## config.mk

```make
export PLATFORM = sky130hd
export DESIGN_NAME = i2s_transmitter
export DESIGN_NICKNAME = d
export VERILOG_FILES = /design/src/rtl/i2s_transmitter.sv
export SDC_FILE = /design/constraint.sdc
export NUM_CORES = 1
export LEC_CHECK = 0
export BUFFER_PORTS_ARGS = -buffer_cell sky130_fd_sc_hd__buf_4
export CAP_MARGIN = 20
export CORE_ASPECT_RATIO = 1.2
export CORE_MARGIN = 2
export CORE_UTILIZATION = 30
export DETAILED_ROUTE_END_ITERATION = 8
export PLACE_DENSITY = 0.55
export SLEW_MARGIN = 0
export SYNTH_ARGS = -nofsm -noshare
export SYNTH_HDL_FRONTEND = slang
export SYNTH_SLANG_ARGS = --single-unit
```

## constraint.sdc

```tcl
create_clock -name clk -period 2.5 [get_ports clk]
set_clock_uncertainty 0.2 [all_clocks]
set_input_delay 0.375 -clock clk [delete_from_list [all_inputs] [get_ports clk]]
set_output_delay 0.375 -clock clk [all_outputs]
set_load 0.1 [all_outputs]
```

## src/rtl/i2s_transmitter.sv

```systemverilog
// I2S master transmitter: one-deep stereo holding buffer, BCLK/LRCLK
// generation from the system clock and MSB-first serialisation on DOUT.
module i2s_transmitter #(
    parameter int CLK_DIV  = 8,
    parameter int SAMPLE_W = 16
) (
    input  logic                clk,
    input  logic                rst_n,
    input  logic                in_valid,
    output logic                in_ready,
    input  logic [SAMPLE_W-1:0] in_left,
    input  logic [SAMPLE_W-1:0] in_right,
    output logic                BCLK,
    output logic                LRCLK,
    output logic                DOUT,
    output logic                underrun
);

    localparam int DIV_W = (CLK_DIV > 2) ? $clog2(CLK_DIV) : 1;
    localparam logic [DIV_W-1:0] DIV_MAX = DIV_W'(CLK_DIV - 1);
    localparam logic [DIV_W-1:0] DIV_ONE = DIV_W'(1);

    localparam logic [0:0] EMPTY = 1'b0;
    localparam logic [0:0] FULL  = 1'b1;

    logic [DIV_W-1:0]    div_cnt;
    logic [5:0]          bit_cnt;
    logic [5:0]          bit_cnt_nxt;
    logic [0:0]          buf_state;
    logic [SAMPLE_W-1:0] buf_l;
    logic [SAMPLE_W-1:0] buf_r;
    logic [63:0]         shreg;
    logic [63:0]         load_word;
    logic                fall_evt;
    logic                frame_start;
    logic                accept;

    assign in_ready    = rst_n && (buf_state == EMPTY);
    assign accept      = in_valid && in_ready;
    assign fall_evt    = (div_cnt == DIV_MAX) && BCLK;
    assign frame_start = fall_evt && (bit_cnt == 6'd63);
    assign bit_cnt_nxt = bit_cnt + 6'd1;

    // Bit 63 is shifted out at b = 1; the right slot starts 32 bits later.
    always_comb begin
        load_word = '0;
        load_word[63 -: SAMPLE_W] = buf_l;
        load_word[31 -: SAMPLE_W] = buf_r;
    end

    always_ff @(posedge clk) begin
        if (!rst_n) begin
            div_cnt   <= '0;
            bit_cnt   <= 6'd63;
            BCLK      <= 1'b0;
            LRCLK     <= 1'b0;
            DOUT      <= 1'b0;
            underrun  <= 1'b0;
            buf_state <= EMPTY;
            buf_l     <= '0;
            buf_r     <= '0;
            shreg     <= '0;
        end else begin
            underrun <= 1'b0;

            if (div_cnt == DIV_MAX) begin
                div_cnt <= '0;
                BCLK    <= ~BCLK;
            end else begin
                div_cnt <= div_cnt + DIV_ONE;
            end

            if (fall_evt) begin
                bit_cnt <= bit_cnt_nxt;
                LRCLK   <= bit_cnt_nxt[5];
                if (frame_start) begin
                    DOUT <= 1'b0;
                    if (buf_state == FULL) begin
                        shreg     <= load_word;
                        buf_state <= EMPTY;
                    end else begin
                        shreg    <= '0;
                        underrun <= 1'b1;
                    end
                end else begin
                    DOUT  <= shreg[63];
                    shreg <= {shreg[62:0], 1'b0};
                end
            end

            // Only possible when EMPTY, so it never races a FULL frame start.
            if (accept) begin
                buf_state <= FULL;
                buf_l     <= in_left;
                buf_r     <= in_right;
            end
        end
    end

endmodule

```

==> impl_summary.md, run 1 <==
Logic synthesis
The sequential share of the synthesized area is 0.490. The count of yosys warnings during synthesis is 0. The area fraction of the dominant cell type after synthesis is 0.490. The average footprint of a synthesized cell is 8.67 sq um.

The biggest area consumer among synthesized cells is dfxtp_1. The most numerous cell in the Yosys netlist is nand2_1. The commonest cells after synthesis are 102 x nand2_1, 94 x dfxtp_1, 37 x o21ai_0. For this run, asynchronously set or reset flops after synthesis account for 0. In this run, synthesis produced a sequential element count of 94.

The summed instance area of the synthesized netlist is 3840 sq um. Counting every net in the synthesized netlist gives 481. The synthesized instance count is 443. The count of unique library cells instantiated by Yosys is 34.

The primary flip-flop cell chosen by synthesis mapping is dfxtp_1. By area the synthesized netlist is led by dfxtp_1 49%, nand2_1 10%, nand4_1 5.0%, o21ai_0 4.8%, nand3_1 4.7%. The synthesized design contains 0 enable-type register cells.

Global route
The global routing usage on met2 is 0.223. The busiest layer in global routing is met2. The initial antenna violation count is 0.

The aggregate global-route resource usage is 0.131. The maximum number of pins on one net before global-route repair is 81. The first global-routing pass estimated 14700 microns of wire.

The total overflow left after global routing is 0. The via count of the first global-routing pass is 3124. In the global route stage, met1 resource usage came out at 0.163.

The met3 usage in global routing is 0.0244.

Clocking
TritonCTS built the clock tree. Clock latency on the worst-skew pair, taken at its later pin, is 0.33 ns. The clock passes through at most 2 buffers.

The buffer cell driving the clock tree root is clkbuf_16. The clock drives 94 sinks. After clock tree synthesis, the repair step resized 0 gates. Buffers inserted to repair hold after CTS numbered 0. After clock tree synthesis, the clock-pin slew on the worst setup and hold paths is roughly 0.060 ns. The post-CTS setup repair buffer count is 0. The depth of the CTS H-tree is 3. The CTS buffer count is 9.

Route
After the first detailed-routing iteration, the DRC count stood at between 200 and 300. The final layout contains routed wiring with a total length of 8170 microns. The detailed-route DRC error count is 0. After detailed routing, the average wire length per cell comes to 13.1 microns.

The detailed router placed 3220 vias in this run. The iteration count of the initial detailed-routing pass is 4. In the routed layout, each cell is associated on average with a via count of 5.16.

The count of nets left with antenna violations once routing finished came out at 0.

Cells and area
The net count reported at finish is 493. Of the cells placed in the final design, the portion with a size suffix greater than 1 is 0.150. From synthesis to final layout, the design area changed by 17.6%. The final cell area excluding filler cells is 4520 sq um. The number of diodes is 0. Leaving out filler cells and counting taps, the final layout contains 624. Measured on the finished design, the core utilization comes to 0.360.

STA
The maximum operating frequency is 0.480 GHz. The share of the clock period used by the worst path is 0.833. The final setup violation count is 0.

The final sum of negative setup slack is 0 ns. The total count of max-transition violations in the final report came to 0. In the post-route analysis, the smallest setup slack over all paths is 0.417 ns. The final hold violation count is 0. The final period demand of the worst path is 2.08 ns.

The worst slew slack as a fraction of its limit is 0.703. Setup repair after global routing left no endpoint under its margin. For the pin with the worst max-slew slack, the measured transition is 0.446 ns.

Setup path
The worst setup path is launched from a flip-flop. The worst setup path is of the reg2reg kind. In this run the worst setup path begins at div_cnt[0]$_SDFF_PP0_. The startpoint identified for the worst register-to-register timing path is div_cnt[0]$_SDFF_PP0_. STA puts the critical path data arrival time at around 2.1 ns. The setup slack on the worst flop-to-flop path is 0.42 ns. The endpoint of the worst register-to-register path is shreg[29]$_SDFFE_PN0P_. The most critical setup path has its endpoint at shreg[29]$_SDFFE_PN0P_.

In this run the worst path has a maximum fanout of 32. The number of cells on the worst reg-to-reg path is 6. STA puts the critical path data required time at 2.52 ns. The element type at the critical path end is a flip-flop.

Power and ir drop
Power spread over the standard cell area amounts to 691 nW/um^2. The analysis attributes to cell leakage a power of 1.57 nW. Across the VDD grid, the largest voltage drop is approximately 0.00037 V.

Floorplanning
The vertical die dimension is between 100 and 150 microns. The core footprint is 12600 sq um. The floorplan has 45 rows. 40 I/O pins were placed.

The die is between 100 and 150 microns wide. The initial core utilization is 0.306. The area enclosed by the die boundary is 13700 sq um.

Place
The number of buffers added on ports is 39. The final estimated routing congestion in global placement is 0.677. The cell count after placement is 608. After detailed placement, the total cell area comes to 4210 sq um.

The minimum setup slack after placement is 0.417 ns. The detailed-placement wirelength estimate is 4920 microns.

Outcome
The run finished with clean final reports.

Run
The max-capacitance violation count is 0.

Worst hold path
In this run the worst hold path is classified as in2reg.
metal layers:
layer,vias up,share of wire
met5,-,0
met4,0,0.010
met3,4,0.022
met2,43,0.50
met1,1534,0.47
li1,1639,-
kinds of logic after synthesis:
logic type                 share of synthesized area
xor gates and xnor gates                     0.00456
buffers and inverters                         0.0645
and+or+nand+nor                                0.236
AOI/OAI and AO/OA                              0.195
DFF                                            0.490
adders and majority gates                    0.00977
cells in the final DEF (no fill, tap or decap), types with 2 or more instances in the layout:
| master | instances |
|---|---|
| o211ai_1 | 17 |
| and2_1 | 2 |
| o311ai_1 | 2 |
| a21oi_1 | 2 |
| clkbuf_16 | 9 |
| dfxtp_1 | 94 |
| or3_1 | 2 |
| nand2_1 | 102 |
| o221ai_1 | 15 |
| and4_1 | 2 |
| clkbuf_8 | 3 |
| o21ai_0 | 37 |
| nand4_1 | 31 |
| o311ai_0 | 14 |
| ha_1 | 3 |
| nand3_1 | 36 |
| buf_4 | 46 |
| and3b_1 | 2 |
| and3_1 | 3 |
| clkbuf_1 | 2 |
| buf_12 | 3 |
| a21boi_0 | 17 |
through the flow:
step                total power (W)  hold slack [ns]
detailed placement          0.00176            0.236
floorplan                   0.00169            0.203
global placement            0.00176            0.214
global route                0.00325           0.0391
CTS                         0.00317           0.0229
finish                      0.00312           0.0330
how the worst min path moves through the flow:
| stage | from | end | slack (ns) | cells past startpoint |
|---|---|---|---|---|
| after floorplan | div_cnt[0]$_SDFF_PP0_ | div_cnt[0]$_SDFF_PP0_ | 0.20 | 1 |
| after global placement | div_cnt[0]$_SDFF_PP0_ | div_cnt[0]$_SDFF_PP0_ | 0.21 | 1 |
| after detailed placement | div_cnt[0]$_SDFF_PP0_ | div_cnt[0]$_SDFF_PP0_ | 0.24 | 1 |
| after CTS | in_right[0] | buf_r[0]$_SDFFE_PN0P_ | 0.02 | 3 |
| after global routing | in_right[0] | buf_r[0]$_SDFFE_PN0P_ | 0.04 | 3 |
| final | in_right[0] | buf_r[0]$_SDFFE_PN0P_ | 0.03 | 3 |
flip-flops by register name, summed over array words and instances, names as in the netlist:
register and cells:
bit_cnt 6, div_cnt 3, DOUT 1, buf_l 16, buf_r 16, buf_state 1
LRCLK 1, underrun 1, BCLK 1, shreg 48
power by group:
part	switching, W	internal (W)
combinational	0.0000823	0.0000695
sequential	0.0000252	0.00155
clock	0.000540	0.000860
area by class of cell:
cell class / instances / area (sq um)
well taps: 164 / 205
fillers: 1311 / 8040
flip-flops and latches: 94 / 1880
repair buffers: 49 / 405
clock inverters: 2 / 38.8
multi-input cells: 301 / 1710
clock buffers: 14 / 274
worst max-delay path, stage by stage (launching register included):
cell and delay, ns:
dfxtp_1 0.33, ha_1 0.15, ha_1 0.33, and4_1 0.33
buf_4 0.37, nand4_1 0.12, o311ai_0 0.12
Note: power is estimated with default switching activity, not from simulation.
==> run 2, diff against run 1 <==
Clock period 2.5 ns to 2.1 ns, I/O delays scaled along.
==> impl_summary.md, run 2 (synthesized netlist as in run 1, its figures left out) <==
Route
The highest metal layer with signal wires is met4. The detailed-route DRC error count is 0. The iteration count of the initial detailed-routing pass is 5. The detailed route wirelength on metal2 is 4240 microns.

The first routing iteration left approximately 180 violations. The detailed route wirelength on metal3 is 269 microns. After detailed routing, the number of vias per cell comes to 5.08. The routed layout has approximately 3300 vias. The met1 layer wirelength in the final routing is between 3000 and 4000 microns. Wires add up to approximately 8600 microns. In the final routed layout, each cell accounts on average for 13.0 microns. Once detail routing completed, the nets flagged for antenna violations numbered 0.

Clocking
The number of setup buffers added after CTS is 0. TritonCTS built the clock tree. The depth of the CTS H-tree is 3. Clock tree synthesis inserted a total of 9 buffers. After clock tree synthesis, the clock-pin slew on the worst setup and hold paths is 0.06 ns. The number of clock sinks seen by CTS is 94. The clock insertion delay at the later pin of the skew report is 0.33 ns. The clock passes through at most 2 buffers. The buffer cell driving the clock tree root is clkbuf_16.

STA
The smallest clock period supported by the final layout is computed as 1.86 ns. Setup repair after global routing left no endpoint under its margin. Of the available clock period, the critical path in the final layout requires 0.887. The worst pin sits at a relative slew slack of 0.786. For the pin with the worst max-slew slack, the measured transition is 0.317 ns. The final setup violation count is 0. The maximum operating frequency is around 0.54 GHz.

The minimum hold slack is 0.0309 ns. The final sum of negative setup slack is 0 ns. The final hold violation count is 0. The total count of max-transition violations in the final report is 0.

Cells and area
The largest registers in the layout are shreg: 48 flops, buf_l: 16 flops, buf_r: 16 flops. The most frequent standard cell in the layout excluding fill and tap cells is nand2_1. The library cells used most frequently in the layout, excluding fill and tap cells, are 102 x nand2_1, 93 x dfxtp_1, 45 x buf_4, 37 x o21ai_0, 36 x nand3_1. Leaving out filler cells and counting taps, the final layout contains 658.

Of the cells placed in the final design, the portion with a size suffix greater than 1 is 0.156. The register name with the most flops is shreg. The net count of the finished layout is 528. The layout-stage area growth over the synthesis result is 28.1%. The number of diodes is 0. The number of flip-flops under the largest register name is 48. Summing all multi-input logic gate instances after layout gives around 1700 sq um.

The storage element area is between 1500 and 2000 sq um. After filler insertion, the fill cell instance count of the layout stands at roughly 1200.

Setup path
The slowest stage cell on the critical path is dfxtp_1. For the worst setup path, the data required time is 2.12 ns. The critical path buffer and inverter count is 1. The endpoint of the worst register-to-register path is shreg[49]$_SDFFE_PN0P_.

The startpoint of the most critical register-to-register path is div_cnt[0]$_SDFF_PP0_. At the worst endpoint, the arrival time is 1.88 ns. For flop-to-flop paths, the worst setup slack is around 0.24 ns. On the worst path, the slowest cell contributes a delay of ~0.34 ns. Counting cells, the worst reg-to-reg path comes to 6. The launching element type of the critical path is a flip-flop. In this run the worst path has a maximum fanout of 32. Grouping stages by cell kind, the critical path spends the most delay in simple AND/OR/NAND/NOR gates.

The type of the worst setup path is reg2reg. STA classifies the critical path endpoint as a flip-flop. The critical path goes through ha_1, ha_2, and4_1, buf_12, nand4_1, o311ai_0.

Floorplanning
Pin placement for this block handled 40 I/O pins. The area enclosed by the die boundary is 13700 sq um. The core region is roughly 13000 sq um. The initial core utilization is 0.306. The number of core rows is 45. The die is 107 microns wide.

From bottom edge to top edge, the die measures 128 microns.

Global route
The maximum number of pins on one net before global-route repair is 66. The via count of the first global-routing pass is 3201. The initial antenna violation count is 0. The wire length of the first global-routing pass is roughly 15000 microns. For this run, the total global-route usage over all layers was measured as 0.131. The aggregate global routing overflow is 0.

Power and ir drop
The share of total power dissipated in sequential elements is 0.498. Summed over all cells, the static leakage comes to around 1.7 nW. The switching portion of total power is 0.215. VDD sags by at most 0.000646 V. The combinational cell fraction of total power is 0.061. Internal power comes to 0.00295 W. In this run the power density over the cells is 763 nW/um^2. Of the total power, the clock network draws 0.441. The power spent charging and discharging nets is 0.000807 W.

Worst hold path
In this run the most critical hold path is launched from in_right[14]. In this run the worst hold path is classified as in2reg. The endpoint of the worst hold-timing path is buf_r[14]$_SDFFE_PN0P_. Counting instances, the worst hold path has a depth of 3.

Outcome
The flow ran to the end, and the final reports show no timing, DRC or antenna violations.

Place
The detailed-placement wirelength estimate is 5090 microns. The number of buffers added on ports is 39. The cell count after placement is 612. The final estimated routing congestion in global placement is 0.720.

Run
The max-capacitance violation count is 0.
## run 2: repair_timing
| item | in CTS | in global routing |
|---|---|---|
| hold endpoints to repair | 31 | 0 |
| endpoints found under the setup margin | 0 | 14 |
| hold buffers | 31 | 0 |
| resized for setup | 0 | 1 |
## run 2: metal layers
metal  vias to the layer above  GRT usage
met3                         8     0.0275
met4                         0     0.0458
met5                         -          0
met2                        48      0.230
li1                       1701          -
met1                      1586      0.157
## run 2: how the worst max path moves through the flow
stage	cells past startpoint	endpoint	slack (ns)	startpoint
5_1_grt	5	shreg[49]$_SDFFE_PN0P_	0.03	div_cnt[0]$_SDFF_PP0_
2_1_floorplan	3	underrun$_SDFF_PN0_	0.24	rst_n
3_5_place_dp	5	shreg[57]$_SDFFE_PN0P_	0.15	div_cnt[0]$_SDFF_PP0_
4_1_cts	6	shreg[49]$_SDFFE_PN0P_	0.12	div_cnt[0]$_SDFF_PP0_
3_3_place_gp	5	bit_cnt[5]$_SDFFE_PN1P_	0.21	div_cnt[0]$_SDFF_PP0_
6_report	6	shreg[49]$_SDFFE_PN0P_	0.24	div_cnt[0]$_SDFF_PP0_
## run 2: worst min-delay path, stage by stage
cell and delay (ns):
buf_4 0.08, nand2_1 0.06, o21ai_0 0.08
## run 2: layout make-up
| class | instances | area share |
|---|---|---|
| well taps | 164 | 0.0417 |
| multi-input cells | 301 | 0.349 |
| flip-flops and latches | 94 | 0.383 |
| clock buffers | 11 | 0.0514 |
| clock inverters | 4 | 0.0109 |
| repair buffers | 84 | 0.164 |
## run 2: power by group through the flow
stage	sequential [W]	clock (W)	combinational, W
after floorplan	0.00190	0	0.000108
after global placement	0.00191	0	0.000180
after detailed placement	0.00191	0	0.000184
after CTS	0.00187	0.00170	0.000230
after global routing	0.00188	0.00176	0.000254
final	0.00187	0.00166	0.000228
## run 2: through the flow
stage	cell area (sq um)	util	setup slack, ns	total power [W]
6_report	4920	0.392	0.238	0.00375
5_1_grt	4920	0.392	0.0299	0.00389
4_1_cts	4920	0.392	0.121	0.00380
3_5_place_dp	4300	0.343	0.151	0.00209
3_3_place_gp	4300	0.343	0.207	0.00209
2_1_floorplan	3840	-	0.244	0.00201
==> run 3, diff against run 2 <==
Settings changed: SETUP_SLACK_MARGIN from default to 0.4.
==> impl_summary.md, run 3 (synthesized netlist as in run 1, its figures left out) <==
Worst hold path
The worst hold path terminates at buf_r[15]$_SDFFE_PN0P_. The worst hold path belongs to the class in2reg. The cell count of the worst hold path is 3. The worst hold path begins at in_right[15].

Setup path
The element type at the critical path end is a flip-flop. The type of the worst setup path is reg2reg. The startpoint identified for the worst register-to-register timing path is div_cnt[0]$_SDFF_PP0_.

At the worst endpoint, the required time is 2.14 ns. The worst setup path is launched from a flip-flop. Across all register-to-register paths, the minimum setup slack is 0.40 ns.

Data on the critical path arrives at its endpoint at 1.74 ns. The length in cells of the worst reg-to-reg path is 6. In this run the critical register-to-register path is captured at shreg[51]$_SDFFE_PN0P_. In this run the worst path has a maximum fanout of 15.

Route
The total vias in the final route is between 3000 and 4000. The total routed wirelength is 9830 microns. For this run, design rule violations remaining after detail routing come to 0. The number of DRC markers after the initial detailed-route iteration is 185. The average via count per standard cell is around 5. The detail route stage leaves a number of antenna-violating nets equal to 0.

The iteration count of the initial detailed-routing pass is 4. The routed length per instance is 14.7 microns.

Outcome
The flow ran to the end, and the final reports show no timing, DRC or antenna violations.

STA
The final sum of negative setup slack is 0 ns. The final setup violation count is 0. Headroom to the max-slew limit came out at 0.755. For the pin with the worst max-slew slack, the measured transition is 0.368 ns.

The maximum operating frequency is 0.589 GHz. The total count of max-transition violations in the final report is 0. The final hold violation count came to 0. Setup repair after global routing could not meet its margin everywhere. The share of the clock period used by the worst path is 0.808.

The clock period could shrink to 1.70 ns.

Global route
The first global-routing pass estimated 15500 microns of wire. The initial antenna violation count is 0. The aggregate global-route resource usage is 0.141. The aggregate global routing overflow is 0. The via count of the first global-routing pass came to 3256. Entering global routing, the biggest net connects 87 pins.

Clocking
The longest clock path from root to sink contains 2 buffers. The clock insertion delay at the later pin of the skew report is about 0.34 ns. The cell sitting at the root of the clock tree is a clkbuf_16.

The post-CTS clock slew at the launch and capture registers of the worst setup and hold paths is 0.06 ns. TritonCTS built the clock tree. The number of clock sinks seen by CTS is 94. The clock tree synthesis step divided the H-tree into 3 levels. The number of clock buffers added by TritonCTS is 9.

Power and ir drop
Of the total power, the share spent switching nets is 0.215. The part of the power in registers is 0.506. The internal power is 0.00290 W. The share of total power dissipated in the clock network is 0.431.

Summed over all nets, the switching power comes to a little under 0.0008 W. For this design the ratio of total power to cell area is 709 nW/um^2. The combinational cell fraction of total power is 0.063. VDD sags by at most about 0.00043 V.

The leakage power is 1.84 nW.

Place
Port buffering added 39 buffers. The congestion estimate from routability-driven global placement came to 0.719. The cell count after placement is 612.

Detailed placement finished with a half-perimeter wire length of 5020 microns.

Floorplanning
The vertical die dimension is 128 microns. The die covers between 10000 and 15000 sq um. 40 I/O pins were placed. The initial core utilization is 0.306. The floorplan step set the die width to 107 microns. The core footprint is 12600 sq um. The initialized floorplan defines 45 standard-cell rows.

Cells and area
The register name with the most flops is shreg. Leaving out fill and tap cells, the most frequent cells in the layout are 101 x nand2_1, 91 x dfxtp_1, 48 x buf_4, 36 x o21ai_0, 36 x nand3_1. The storage element area is around 1900 sq um. The register with the most flip-flops in the layout has 48 of them. In the final design database the tool counted 541 nets. The largest registers in the layout are shreg: 48 flops, buf_l: 16 flops, buf_r: 16 flops. The final-layout fill cell count is 1233. The most frequent standard cell in the layout excluding fill and tap cells is nand2_1.

The number of diodes is 0. The multi-input gate area in the final layout is roughly 1800 sq um. The layout-stage area growth over the synthesis result is 35.8%.

The proportion of layout cells with a drive suffix above 1 is 0.198. The non-filler instance count after layout is 670.

Run
The max-capacitance violation count is 0.
run 3: cell count changes in the layout (fill, tap and decap cells not counted), sizes merged:
cell	previous run	this run
buf	53	62
clkbuf	11	14
clkinv	0	3
clkinvlp	2	0
inv	1	0
run 3: per-stage QoR:
stage / total power, W / utilization / setup WS (ns) / cell area (sq um) / hold slack, ns
2_1_floorplan: 0.00201 / - / 0.390 / 3930 / 0.208
3_3_place_gp: 0.00209 / 0.343 / 0.252 / 4310 / 0.214
3_5_place_dp: 0.00209 / 0.343 / 0.164 / 4310 / 0.232
4_1_cts: 0.00373 / 0.401 / 0.406 / 5030 / 0.00333
5_1_grt: 0.00385 / 0.415 / 0.335 / 5220 / 0.0334
6_report: 0.00370 / 0.415 / 0.403 / 5220 / 0.00758
run 3: worst max-delay path by stage:
| stage | endpoint | start | depth (start not counted) |
|---|---|---|---|
| global placement | shreg[47]$_SDFFE_PN0P_ | div_cnt[0]$_SDFF_PP0_ | 7 |
| CTS | shreg[43]$_SDFFE_PN0P_ | div_cnt[0]$_SDFF_PP0_ | 7 |
| global route | shreg[62]$_SDFFE_PN0P_ | div_cnt[0]$_SDFF_PP0_ | 7 |
| floorplan | shreg[29]$_SDFFE_PN0P_ | div_cnt[0]$_SDFF_PP0_ | 8 |
| finish | shreg[51]$_SDFFE_PN0P_ | div_cnt[0]$_SDFF_PP0_ | 6 |
| detailed placement | shreg[44]$_SDFFE_PN0P_ | div_cnt[0]$_SDFF_PP0_ | 7 |
run 3: what timing repair did:
| item | CTS | global route |
|---|---|---|
| resized for setup | 15 | 26 |
| endpoints found under the setup margin | 58 | 51 |
| hold buffers | 31 | 0 |
| hold endpoints to repair | 31 | 0 |
| setup buffers | 3 | 4 |
| pin swaps | 1 | 34 |
| gates cloned | 2 | 4 |
run 3: per-layer routing:
layer  part of all wire  track usage  routed length [microns]  vias to the layer above
met2               0.51        0.240                     4990                       49
met3              0.028       0.0305                      273                       20
met4              0.023       0.0519                      229                        0
met5                  0            0                        0                        -
met1               0.44        0.174                     4340                     1627
li1                   -            -                        -                     1737
run 3: cell type report:
cell class	instances	area share
Clock inverter	4	0.00935
Multi-Input combinational cell	301	0.347
Clock buffer	10	0.0458
Timing Repair Buffer	97	0.197
Tap cell	164	0.0393
Sequential cell	94	0.362
run 3: power groups by stage:
stage                     combinational, W  sequential [W]  clock [W]
after floorplan                   0.000110         0.00190          0
after global placement            0.000181         0.00191          0
after detailed placement          0.000184         0.00191          0
after CTS                         0.000233         0.00187    0.00163
after global routing              0.000260         0.00188    0.00171
final                             0.000232         0.00187    0.00159
run 3: worst max-delay path: stages, from the launching register on:
cell	delay [ns]
dfxtp_2	0.35
ha_4	0.14
ha_4	0.20
and4_4	0.32
clkbuf_16	0.20
nand4_1	0.10
o311ai_1	0.09
